File: config.mk
export PLATFORM = sky130hd
export DESIGN_NAME = gpr_scoreboard
export DESIGN_NICKNAME = d
export VERILOG_FILES = /design/src/rtl/gpr_scoreboard.sv
export SDC_FILE = /design/constraint.sdc
export NUM_CORES = 1
export LEC_CHECK = 0
export CORE_MARGIN = 4
export CORE_UTILIZATION = 41
export DETAILED_ROUTE_END_ITERATION = 6
export GPL_TIMING_DRIVEN = 1
export PLACE_DENSITY = 0.59
export SYNTH_ARGS = -nofsm -noshare
export SYNTH_HDL_FRONTEND = slang
export SYNTH_SLANG_ARGS = --single-unit
export TNS_END_PERCENT = 10
File: constraint.sdc
create_clock -name clk_i -period 8.2 [get_ports clk_i]
set_input_delay 1.23 -clock clk_i [delete_from_list [all_inputs] [get_ports clk_i]]
set_output_delay 1.23 -clock clk_i [all_outputs]
set_load 0.005 [all_outputs]
File: src/rtl/gpr_scoreboard.sv
// Integer register scoreboard: pending-write busy bits and producer itags for x1-x31.
// Optional same-cycle release bypass on lookups: define PRV664_SCOREBOARD_BYPASS_EN.
module gpr_scoreboard #(
    parameter int REGNUM = 32,
    parameter int TAGW   = 8
) (
    input  logic                      clk_i,
    input  logic                      srst_i,
    input  logic                      upd_write_i,
    input  logic [$clog2(REGNUM)-1:0] upd_rdindex_i,
    input  logic [TAGW-1:0]           upd_itag_i,
    input  logic                      rel_valid_i,
    input  logic [$clog2(REGNUM)-1:0] rel_rdindex_i,
    input  logic [TAGW-1:0]           rel_itag_i,
    input  logic                      flush_i,
    input  logic [$clog2(REGNUM)-1:0] rs1_index_i,
    input  logic [$clog2(REGNUM)-1:0] rs2_index_i,
    input  logic [$clog2(REGNUM)-1:0] rd_index_i,
    output logic                      rs1_busy_o,
    output logic                      rs2_busy_o,
    output logic                      rd_busy_o,
    output logic [TAGW-1:0]           rs1_itag_o,
    output logic [TAGW-1:0]           rs2_itag_o,
    output logic [$clog2(REGNUM):0]   busy_cnt_o,
    output logic                      idle_o
);

    localparam int IW = $clog2(REGNUM);

    logic [REGNUM-1:0] r_busy;
    logic [TAGW-1:0]   r_itag [REGNUM];
    logic [IW:0]       r_cnt;

    logic w_upd_en;
    logic w_same_reg;
    logic w_rel_ok;
    logic w_rel_eff;
    logic w_inc;
    logic w_dec;
    logic w_byp;

    assign w_upd_en   = upd_write_i && (upd_rdindex_i != '0);
    assign w_same_reg = w_upd_en && (upd_rdindex_i == rel_rdindex_i);

    // A mismatching tag means a newer producer owns the entry.
    assign w_rel_ok  = rel_valid_i
                     && r_busy[rel_rdindex_i]
                     && (r_itag[rel_rdindex_i] == rel_itag_i);
    assign w_rel_eff = w_rel_ok && !w_same_reg;

    assign w_inc = w_upd_en && !r_busy[upd_rdindex_i];
    assign w_dec = w_rel_eff;

`ifdef PRV664_SCOREBOARD_BYPASS_EN
    assign w_byp = w_rel_eff && !flush_i && !srst_i;
`else
    assign w_byp = 1'b0;
`endif

    always_ff @(posedge clk_i) begin
        if (srst_i) begin
            r_busy <= '0;
            r_cnt  <= '0;
            for (int i = 0; i < REGNUM; i++) begin
                r_itag[i] <= '0;
            end
        end else if (flush_i) begin
            r_busy <= '0;
            r_cnt  <= '0;
        end else begin
            if (w_rel_eff) begin
                r_busy[rel_rdindex_i] <= 1'b0;
            end
            if (w_upd_en) begin
                r_busy[upd_rdindex_i] <= 1'b1;
                r_itag[upd_rdindex_i] <= upd_itag_i;
            end
            r_cnt <= r_cnt + (IW+1)'(w_inc) - (IW+1)'(w_dec);
        end
    end

    logic w_rs1_hit;
    logic w_rs2_hit;
    logic w_rd_hit;

    assign w_rs1_hit = w_byp && (rs1_index_i == rel_rdindex_i);
    assign w_rs2_hit = w_byp && (rs2_index_i == rel_rdindex_i);
    assign w_rd_hit  = w_byp && (rd_index_i  == rel_rdindex_i);

    assign rs1_busy_o = r_busy[rs1_index_i] && !w_rs1_hit;
    assign rs2_busy_o = r_busy[rs2_index_i] && !w_rs2_hit;
    assign rd_busy_o  = r_busy[rd_index_i]  && !w_rd_hit;

    assign rs1_itag_o = rs1_busy_o ? r_itag[rs1_index_i] : '0;
    assign rs2_itag_o = rs2_busy_o ? r_itag[rs2_index_i] : '0;

    assign busy_cnt_o = r_cnt;
    assign idle_o     = (r_cnt == '0);

endmodule

==> results by group, run 1 <==
Clock tree
  • Post-CTS setup repair buffer count: 0
  • Post-CTS sizing: 0
  • CTS sink count: 294
  • CTS clk-pin slew, worst paths: 0.06 ns
  • Clk_lat worst skew: 0.55 ns
  • # H-tree levels: 2
  • Clock root buffer: clkbuf_16
  • Clock tree buffer depth: 3
  • CTS Hold Bufs: 0
  • CTS tree: built
  • Cts bufs inserted: 36

Drt
  • DRC violations left: 0
  • Post-DR wirelength/cell: 34.50 um
  • Vias per inst: 6.600
  • DRT iter0 DRCs: 1915
  • 1st-pass router iterations: 5
  • Final WL: 71520 um
  • Via count: 13680
  • Routed Antenna Nets: 0

Worst setup path
  • Reg2Reg Launch Point: r_itag[2][5]
  • CP startpoint: rel_rdindex_i[2]
  • Kind of critical path: input port to flip-flop
  • WP data required: 8.60 ns
  • Critical-path maximum fanout: 25
  • Setup crit end kind: flip-flop
  • CP Data Arrival Time: 6.70 ns
  • Startpoint Class: input port

Synthesis
  • Cells after Synth: 1404
  • FF+latch count, synth: 294
  • Avg Cell Area, Syn: 13.52 um^2
  • Unique cell type count in the Yosys netlist: 50
  • Synth area leaders: edfxtp_1 40%, mux4_2 23%, mux2i_1 8.6%
  • Number of enable flip-flop cells after synthesis: 256
  • Post-synthesis sequential area ratio: 44.50%
  • Syn Std Cell Area: 0.01899 mm^2
  • Top_reg_cell synth: edfxtp_1
  • Asr flop ratio synth: 0%
  • Yosys top cell area share: 40.49%
  • Ys Warns: 0
  • Yosys top cell by area: edfxtp_1

Pwr
  • Total power draw: 3.978 mW
  • Internal: 2.918 mW
  • Sw power: 1.060 mW
  • LEAKAGE: 7.601 nW
  • Logic pwr share: 15.4%
  • Peak supply drop: 0.1353 mV
  • Pwr/cell area: 185.0 mW/mm^2
  • Sequential cell fraction of total power: 44.3%
  • Switching share of power: 26.66%
  • Clock share of power: 40.3%

Floorplan
  • Initial core utilization: 41.66%
  • Die Y-Extent: 223.2 um
  • Total die area: 0.04981 mm^2
  • DIE WIDTH: 223.2 um
  • Site row count: 78
  • Core Region: 0.04558 mm^2
  • # IOs: 72

Status
  • Status: finished, final reports clean

Global route
  • First-pass GRT wire length: 101700 um
  • Vias in the first global route: 13360
  • Antenna violations before repair: 2
  • GRT Total Usage: 28.32%
  • Largest net degree at the start of global routing: 72
  • Grt ovf: 0

Cells and area
  • FILL cells: 4023
  • Area Overhead vs Synth: 13.25%
  • Layout cells sized above 1: 24.08%
  • Post-Layout Cell Count: 2073
  • # nets final: 1500

Placed design
  • RePlAce Congestion: 0.9404
  • Post-DP HPWL: 51690 um
  • Inst Count DP: 2007
  • IO buf count: 71
  • Setup slack after placement: 1.402 ns

Timing
  • Final slew viol count: 0
  • Worst Hold Slack: 0.5381 ns
  • Setup Viol. Count Final: 0
  • Hold Vio Cnt, Final: 0
  • Period utilization: 76.84%
  • Slew headroom: 21.95%
  • Setup Skew: 0.01813 ns
  • Fmax achieved: 158.7 MHz
  • Final TNS setup: 0 ns
  • Tightest Pin Transition: 1.161 ns
  • Worst setup slack after layout: 1.899 ns
  • Minimum clock period: 6.301 ns
  • RSZ-0062 raised after global routing: false

Hold path
  • Min-delay src: r_busy[0]
  • Worst min path class: flip-flop to flip-flop

Flow run
  • Max Cap Viol: 0
[cell type report]
type                       instances  area, um^2  share of cell area (%)
clock buffer                      50       984.7                   4.580
inverter                          11       41.29                  0.1920
multi-input combinational        974        9965                   46.35
antenna                            3       7.507                 0.03492
timing repair buffer             128        1140                   5.301
tap                              600       750.7                   3.492
sequential                       294        8448                   39.29
clock inverter                    13       163.9                  0.7623
[worst max-delay path, cell delays in order]
cell and delay [ns]:
clkdlybuf4s50_1 0.82, or4b_1 0.93, o22ai_1 0.26, nor4_1 0.12, and4_4 0.20, or4_1 0.54, or4_1 0.93, nor2_1 0.27
ha_1 0.15, inv_1 0.04, ha_1 0.20, fa_1 0.44, a21oi_1 0.16, nor2_1 0.05, nor2_1 0.12, xor2_1 0.17
nor3_1 0.06
[power groups by stage]
stage	Sequential (mW)	Combinational, mW	Clock [mW]
floorplan	1.76	0.371	0
global placement	1.79	0.601	0
detailed placement	1.79	0.600	0
CTS	1.76	0.602	1.61
global route	1.77	0.625	1.68
finish	1.76	0.611	1.60
[flip-flops by register name, summed over array words and instances (netlist names)]
signal / count
r_busy: 32
r_itag: 256
busy_cnt_o: 6
[cell usage after synthesis, types with 17 or more instances]
library cell and number:
a21oi_1 24, or2_2 32, or4_1 26, mux4_2 198, buf_1 25, edfxtp_1 256
nor2_1 67, buf_2 22, nor4_1 17, dfxtp_1 38, mux2i_1 163, clkbuf_1 79
o22ai_1 72, and2_1 250, a31o_1 18
[metrics by stage]
step,instance area (um^2),util [%]
floorplan,19010,-
global placement,20340,44.64
detailed placement,20340,44.64
CTS,21490,47.16
global route,21490,47.16
finish,21500,47.18
[logic make-up after synthesis]
family	Yosys count	synth area share, %
AO/OA/AOI/OAI	127	4.383
XOR/XNOR	14	0.6459
adder cells (fa/ha/maj)	9	0.6327
buffers and inverters	143	3.170
flip-flops	294	44.50
multiplexers	363	32.20
other	1	0.01975
AND/OR/NAND/NOR	453	14.45
[path summary, 6_finish.rpt]
kind                        end  slack [ns]  depth (start not counted)
setup / recovery  busy_cnt_o[4]        1.90                         17
hold / removal        r_busy[0]        0.54                          2
setup reg to reg  busy_cnt_o[4]        3.50                         16
hold reg to reg       r_busy[0]        0.54                          2
[cells in the final DEF (no fill, tap or decap), drive strengths merged, types with 3 or more instances in the layout]
cell type	instances
edfxtp	256
and2	250
mux4	198
mux2i	163
o22ai	72
nor2	67
clkdlybuf4s50	65
buf	62
clkbuf	51
dfxtp	38
or2	32
or4	26
a21oi	24
a31o	23
nor4	18
nand2	14
inv	11
xnor2	9
clkinv	9
nand3	8
ha	8
conb	8
nand4b	6
xor2	5
nand4bb	4
nand3b	4
nor3	4
bufinv	4
or4b	4
diode	3
nand4	3
[routing by layer]
metal / track usage [%] / vias to the layer above / part of all wire, %
met2: 44.09 / 853 / 46
met1: 40.64 / 7083 / 41
met3: 5.461 / 119 / 10
met4: 8.570 / 2 / 3.5
met5: 0 / - / 0.018
li1: - / 5625 / -
Note: power is estimated with default switching activity, not from simulation.
==> inputs of run 2 (changes only) <==
==> constraint.sdc (replaced) <==
create_clock -name clk_i -period 6.25 [get_ports clk_i]
set_input_delay 0.9375 -clock clk_i [delete_from_list [all_inputs] [get_ports clk_i]]
set_output_delay 0.9375 -clock clk_i [all_outputs]
set_load 0.005 [all_outputs]
==> results by group, run 2 (same netlist as run 1, synthesis figures left out) <==
Placed design
  • Inst Count DP: 2039
  • IO buf count: 71
  • Post-DP HPWL: 53450 um
  • RePlAce Congestion: 0.9751

Cells and area
  • Area Overhead vs Synth: 14.62%
  • Largest register FFs: 256
  • Commonest non-fill, non-tap cells in the layout: 256 x edfxtp_1, 250 x and2_1, 198 x mux4_2, 163 x mux2i_1, 91 x buf_4
  • Most common library cell in the layout ignoring fill and taps: edfxtp_1
  • Post-Layout Cell Count: 2105
  • Biggest register: r_itag
  • # nets final: 1532
  • Layout cells sized above 1: 26.20%

Clock tree
  • Post-CTS setup repair buffer count: 0
  • CTS sink count: 294
  • CTS tree: built
  • Cts bufs inserted: 36
  • Post-CTS sizing: 0
  • Clock root buffer: clkbuf_16
  • # H-tree levels: 2
  • CTS Hold Bufs: 0
  • CTS clk-pin slew, worst paths: 0.06 ns
  • Clock tree buffer depth: 3
  • Clk_lat worst skew: 0.56 ns

Timing
  • Minimum clock period: 5.458 ns
  • Slew headroom: 29.15%
  • Hold Vio Cnt, Final: 0
  • Setup Viol. Count Final: 0
  • Period utilization: 87.32%
  • RSZ-0062 raised after global routing: false
  • Tightest Pin Transition: 1.063 ns
  • Setup Skew: 0.02963 ns
  • Fmax achieved: 183.2 MHz
  • Final TNS setup: 0 ns
  • Final slew viol count: 0

Worst setup path
  • Critical-path maximum fanout: 17
  • Startpoint Class: input port
  • Kind of critical path: input port to flip-flop
  • WP data required: 6.68 ns
  • CP Data Arrival Time: 5.89 ns
  • Biggest cell delay along the critical path: 0.89 ns
  • Setup crit end kind: flip-flop
  • Critical path's slowest cell: clkdlybuf4s50_1
  • Top delay family on crit path: simple AND/OR/NAND/NOR gates
  • Worst-path cell chain: clkdlybuf4s50_1 -> nand4bb_1 -> o22ai_1 -> nor4_1 -> a31oi_1 -> or4_1 -> or4_1 -> nor2_1 -> ha_1 -> inv_1 -> ha_1 -> a21o_1 -> a21oi_1 -> o21bai_1 -> a21oi_1 -> xnor2_1 -> nor3_1
  • WP buf/inv: 2

Global route
  • GRT Total Usage: 28.73%
  • Largest net degree at the start of global routing: 61
  • Vias in the first global route: 13460
  • Antenna violations before repair: 3
  • Grt ovf: 0
  • First-pass GRT wire length: 103000 um

Drt
  • Routed Antenna Nets: 0
  • Routed met3 length: 6595 um
  • Via count: 13810
  • DRT iter0 DRCs: 1750
  • 1st-pass router iterations: 5
  • DRC violations left: 0
  • Metal-1 WL: 30430 um
  • Highest metal used: met4
  • Final WL: 72460 um
  • Vias per inst: 6.558
  • Post-DR wirelength/cell: 34.42 um
  • Metal2 WL: 33250 um

Floorplan
  • DIE WIDTH: 223.2 um
  • Die Y-Extent: 223.2 um
  • Total die area: 0.04981 mm^2
  • Initial core utilization: 41.66%
  • Core Region: 0.04558 mm^2
  • # IOs: 72
  • Site row count: 78

Pwr
  • Internal: 3.809 mW
  • Pwr/cell area: 240.9 mW/mm^2
  • Peak supply drop: 0.1774 mV
  • Switching share of power: 27.34%
  • Sequential cell fraction of total power: 44.0%
  • Sw power: 1.433 mW
  • LEAKAGE: 7.767 nW
  • Clock share of power: 40.1%
  • Logic pwr share: 15.8%

Flow run
  • Max Cap Viol: 0

Status
  • Status: finished, final reports clean

Hold path
  • Worst min path class: flip-flop to flip-flop
## run 2: cell count changes in the layout (fill, tap and decap cells not counted), sizes merged, moves of 2 or more
cell	previous run	this run
diode	3	1
bufinv	4	2
buf	62	95
clkinv	9	12
## run 2: worst min-delay path, cell delays in order, from the launching register on
cell     delay, ns
dfxtp_1       0.37
nand2_1       0.08
a21oi_1       0.04
## run 2: stage by stage
stage | hold slack [ns] | worst slack [ns] | cell area [um^2] | total power, mW | utilization, %
global placement | 0.5213 | 0.4527 | 20590 | 3.150 | 45.18
floorplan | 0.4508 | 1.094 | 19010 | 2.796 | -
global route | 0.6077 | 0.6616 | 21760 | 5.366 | 47.74
detailed placement | 0.5236 | 0.3555 | 20590 | 3.154 | 45.18
finish | 0.5364 | 0.7923 | 21760 | 5.242 | 47.75
CTS | 0.5358 | 0.9401 | 21760 | 5.241 | 47.74
## run 2: per-layer routing
layer / vias up / track usage [%]
met1: 7143 / 41.99
met4: 0 / 7.695
li1: 5676 / -
met2: 874 / 44.72
met5: - / 0
met3: 112 / 5.026
## run 2: power groups by stage
stage	logic, mW	clock network [mW]	registers (mW)
final	0.829	2.10	2.31
after floorplan	0.486	0	2.31
after global placement	0.811	0	2.34
after global routing	0.842	2.21	2.32
after CTS	0.812	2.12	2.30
after detailed placement	0.809	0	2.34
## run 2: worst paths after layout
path,from,slack (ns),endpoint,cells past startpoint
setup / recovery,rel_rdindex_i[4],0.79,busy_cnt_o[5],17
hold / removal,r_busy[0],0.54,r_busy[0],2
setup reg to reg,r_itag[18][3],1.67,busy_cnt_o[5],16
hold reg to reg,r_busy[0],0.54,r_busy[0],2
## run 2: layout make-up
type	instances	area, um^2
sequential	294	8448
clock inverter	16	143.9
inverter	11	41.29
fill	3992	23820
antenna	1	2.502
timing repair buffer	160	1388
clock buffer	49	1022
multi-input combinational	974	9965
tap	600	750.7
